`src/rtl/rr_stream_mux.sv`:
```
// rr_stream_mux: N-channel stream arbiter (round-robin or fixed priority)
// that feeds one registered output slot with a valid/ready handshake.
module rr_stream_mux #(
  parameter int N    = 4,
  parameter int W    = 8,
  parameter int MODE = 0,
  localparam int SW  = (N > 1) ? $clog2(N) : 1
) (
  input  logic           clk,
  input  logic           rst,
  input  logic [N-1:0]   in_valid,
  input  logic [N*W-1:0] in_data,
  output logic [N-1:0]   in_ready,
  output logic           out_valid,
  output logic [W-1:0]   out_data,
  output logic [SW-1:0]  out_sel,
  input  logic           out_ready
);

  localparam logic [SW:0]   N_L  = (SW+1)'(N);
  localparam logic [SW-1:0] LAST = SW'(N - 1);

  logic [SW-1:0] ptr_r;
  logic [SW-1:0] base_s;
  logic [SW-1:0] grant_idx_s;
  logic [SW-1:0] next_ptr_s;
  logic          grant_found_s;
  logic          load_en_s;
  logic          xfer_s;
  logic [W-1:0]  grant_data_s;

  // Grant search: first valid channel starting at base, wrapping modulo N
  always_comb begin
    logic [SW:0] cand_s;
    cand_s        = '0;
    base_s        = (MODE == 1) ? '0 : ptr_r;
    grant_found_s = 1'b0;
    grant_idx_s   = '0;
    for (int k = 0; k < N; k++) begin
      cand_s = {1'b0, base_s} + (SW+1)'(k);
      cand_s = (cand_s >= N_L) ? (cand_s - N_L) : cand_s;
      if (!grant_found_s && in_valid[cand_s[SW-1:0]]) begin
        grant_found_s = 1'b1;
        grant_idx_s   = cand_s[SW-1:0];
      end else begin
        grant_found_s = grant_found_s;
      end
    end
  end

  // Data mux and handshake decode; in_ready never looks at in_data
  always_comb begin
    grant_data_s = '0;
    for (int i = 0; i < N; i++) begin
      if (grant_idx_s == SW'(i)) begin
        grant_data_s = in_data[i*W +: W];
      end else begin
        grant_data_s = grant_data_s;
      end
    end
    load_en_s  = !out_valid || out_ready;
    xfer_s     = grant_found_s && load_en_s && !rst;
    next_ptr_s = (grant_idx_s == LAST) ? '0 : (grant_idx_s + 1'b1);
    in_ready   = xfer_s ? ({{(N-1){1'b0}}, 1'b1} << grant_idx_s) : '0;
  end

  // Output slot and round-robin pointer
  always_ff @(posedge clk) begin
    if (rst) begin
      out_valid <= 1'b0;
      out_data  <= '0;
      out_sel   <= '0;
      ptr_r     <= '0;
    end else if (xfer_s) begin
      out_valid <= 1'b1;
      out_data  <= grant_data_s;
      out_sel   <= grant_idx_s;
      ptr_r     <= next_ptr_s;
    end else if (out_ready) begin
      out_valid <= 1'b0;
    end else begin
      out_valid <= out_valid;
    end
  end

endmodule

```
`config.mk`:
```
export PLATFORM = sky130hd
export DESIGN_NAME = rr_stream_mux
export DESIGN_NICKNAME = d
export VERILOG_FILES = /design/src/rtl/rr_stream_mux.sv
export SDC_FILE = /design/constraint.sdc
export NUM_CORES = 1
export LEC_CHECK = 0
export CAP_MARGIN = 20
export CORE_ASPECT_RATIO = 0.6
export CORE_UTILIZATION = 29
export CTS_BUF_LIST = sky130_fd_sc_hd__clkbuf_8
export CTS_CLUSTER_DIAMETER = 150
export DETAILED_ROUTE_END_ITERATION = 8
export PLACE_DENSITY_LB_ADDON = 0.12
export SLEW_MARGIN = 0
export SYNTH_ARGS = -nofsm -noshare
export SYNTH_HDL_FRONTEND = slang
export SYNTH_SLANG_ARGS = --single-unit
```
`constraint.sdc`:
```
create_clock -name clk -period 3.4 [get_ports clk]
set_input_delay 0.85 -clock clk [delete_from_list [all_inputs] [get_ports clk]]
set_output_delay 0.85 -clock clk [all_outputs]
set_load 0.005 [all_outputs]
```
==> impl_results.md <==
- Status: finished, final reports clean
- XOR/XNOR Fraction of Synth Area: 0%
- Routed Antenna Nets: 0
- RSZ-0062 raised after global routing: false
- Syn_nets: 167
- Synth top area cells: dfxtp_1 28%, a21oi_1 10%, a221oi_2 8.0%
- RR Endpoint: out_data[3]
- Syn Inst Count: 124
- Setup crit start kind: input port
- Antenna violations before repair: 0
- Critical path capture point: in_ready[2]
- Drt wl/cell: 13.52 µm
- Maximum fanout along the worst path: 5
- Max_cap viols: 0
- Gpl congestion: 0.7151
- WP data arrival: 2390 ps
- Max-slew violation count: 0
- Unique masters post-synth: 29
- Die Area: 0.003493 mm²
- Crit path cell chain: dlygate4sd2_1 > a22o_1 > a211o_1 > buf_4 > ha_1 > and2_1 > dlygate4sd2_1
- Post-Layout Cell Count: 229
- Grt met2 use: 31.07%
- Reg2reg path depth: 10
- Fin crit period: 3243 ps
- Pin count of the biggest net entering global routing: 18
- Worst setup slack after layout: 157.0 ps
- Reg-to-reg setup timing slack: 1250 ps
- Layout cell share with drive strength beyond 1: 18.72%
- Proportion of synthesized area in mux cells: 0%
- Post-synth top area cell: dfxtp_1
- Clock-pin slew on the worst setup and hold paths: 50 ps
- Maximum VDD drop: 0.2554 mV
- DP Worst Slack: -289.1 ps
- I/O pins: 54
- DRC viols: 0
- CTS tree: yes
- Inserted Diodes: 0
- Gr ovfl total: 0
- Clock tree root driver cell: clkbuf_8
- Cell Count Post-Placement: 223
- Post-synthesis compound-gate area fraction: 30.77%
- Syn avg cell area: 7.608 µm²
- Die H: 46.18 µm
- Total number of yosys warnings: 0
- Area grow syn2layout: 74.93%
- # rows: 15
- First-pass GRT wire length: 4774 µm
- Netlist Area Pre-Place: 943.4 µm²
- Post-synth top area share: 27.59%
- H-tree depth: 1
- Slew headroom: 69.73%
- Met3 usage: 4.595%
- Pre-antenna DRT Iters: 4
- Global routing's busiest layer: met2
- GRT Total Usage: 18.94%
- Final period util: 95.38%
- CTS Buffer Depth: 2
- Vias per inst: 4.865
- Post-Synth Simple-Gate Area: 26.26%
- CP Data Required Time: 2550 ps
- Pwr dens: 421.1 mW/mm²
- Core box area: 0.002984 mm²
- CP peak stage delay: 300 ps
- Most frequent CP cell: dlygate4sd2_1
- Setup CP Type: in -> out
- Fmax: 0.3084 GHz
- Post-Synth Adder-Cell Area: 5.305%
- Total Power: 0.6949 mW
- Setup TNS: 0 ps
- I/O Buffers: 53
- R2r startpoint: base_s[0]
- Die W: 75.64 µm
- Worst setup path startpoint: in_valid[0]
- Vias in the first global route: 1056
- Combinational family with the most area after synthesis: compound AO/OA/AOI/OAI gates
- Wirelength, routed: 3097 µm
- Initial Util: 31.61%
- CP bufs+invs: 3
- Clock latency on the worst-skew pair: 240 ps
- Final hold vios: 0
- Slowest-stage cell, CP: dlygate4sd2_1
- Layout Skew: 3.408 ps
- CP endpoint kind: primary output
- Final setup viols: 0
- Worst path depth: 7
- Synthesis-stage register bit count: 13
- CTS Buf Count: 3
- Final HPWL DP: 2392 µm
- Worst Tran Pin Value: 451.6 ps
- WHS: 490.3 ps
- Seq/Total Area, Yosys: 27.59%
- Layout Nets: 231
- DRT iter0 DRCs: 30
- FILL cells: 274
- Vias: 1114
- Met1 usage: 24.64%
- Leak: 0.6942 nW
- Critical path's top delay family: buffers and inverters
- # clock sinks: 13
- Hold crit path type: reg -> reg
## layout by cell type, fill, tap and decap left out, types with 4 or more instances in the layout
| cell type | netlist | final |
|---|---|---|
| buf_4 | 0 | 16 |
| nor3_2 | 6 | 6 |
| and2_1 | 4 | 4 |
| inv_1 | 11 | 12 |
| nand2_1 | 9 | 9 |
| a21oi_1 | 19 | 19 |
| clkdlybuf4s50_1 | 0 | 45 |
| nor2_1 | 10 | 10 |
| o21ai_0 | 9 | 9 |
| dlygate4sd2_1 | 0 | 7 |
| dfxtp_1 | 13 | 13 |
| a221oi_2 | 5 | 5 |
## cells in the mapped netlist (all sizes together)
cell and instances:
a21oi 19, nand2b 3, inv 12, nand3b 2, o21ai 12, nor3 9
dfxtp 13, buf 6, or3 2, nor2 10, nor4 1, nand2 9
a221oi 8, o2bb2ai 1, o31ai 1, a211o 1, a22o 1, nor2b 2
and2 4, ha 4, clkbuf 4
## timing repair
item / 4_1_cts / 5_1_grt
buffers inserted: 2 / 0
gates resized for setup: 12 / 0
hold buffers: 0 / 0
setup endpoints to repair: 4 / 0
## per-layer routing
metal	vias up	share of wire, %
li1	561	-
met1	512	48
met2	34	46
met3	7	4.6
met4	0	1.4
met5	-	0
## worst register-to-register path, delay by kind of cell, from the launching register on
kind            cells  cell delay [ps]
compound gates      5             1000
fa+ha+maj           1              200
buf+inv             3              430
flops               1              330
simple gates        1               80
## per-stage QoR
stage	cell area, µm²	util [%]
after floorplan	943.4	-
after global placement	1582	53.00
after detailed placement	1582	53.00
after CTS	1650	55.30
after global routing	1650	55.30
final	1650	55.30
## worst min path at each step
stage / startpoint / to / cells past startpoint
after floorplan: out_sel[1] / out_sel[1] / 2
after global placement: out_sel[1] / out_sel[1] / 2
after detailed placement: out_sel[0] / out_sel[0] / 2
after CTS: out_sel[0] / out_sel[0] / 2
after global routing: out_data[4] / out_data[4] / 2
final: out_sel[0] / out_sel[0] / 2
## power breakdown
| part | switching, mW | internal [mW] | leakage [nW] |
|---|---|---|---|
| Sequential | 0.0171 | 0.177 | 0.108 |
| Clock | 0.0533 | 0.0796 | 0.0269 |
| Combinational | 0.180 | 0.188 | 0.559 |
## cell families after synthesis
logic type,Yosys count
fa+ha+maj,4
simple gates,42
compound gates,43
flops,13
buf+inv,22
## final cells by class
class | count | area (µm²) | share of cell area (%)
sequential | 13 | 260.3 | 15.77
timing repair buffer | 69 | 641.9 | 38.89
clock buffer | 3 | 41.29 | 2.502
tap | 42 | 52.55 | 3.184
clock inverter | 1 | 3.754 | 0.2274
inverter | 12 | 45.04 | 2.729
multi-input combinational | 89 | 605.6 | 36.69
## state kept, by name, indices dropped and copies added, names as in the netlist
signal and count:
base_s 2, out_sel 2, out_data 8, out_valid 1
Note: power is estimated with default switching activity, not from simulation.
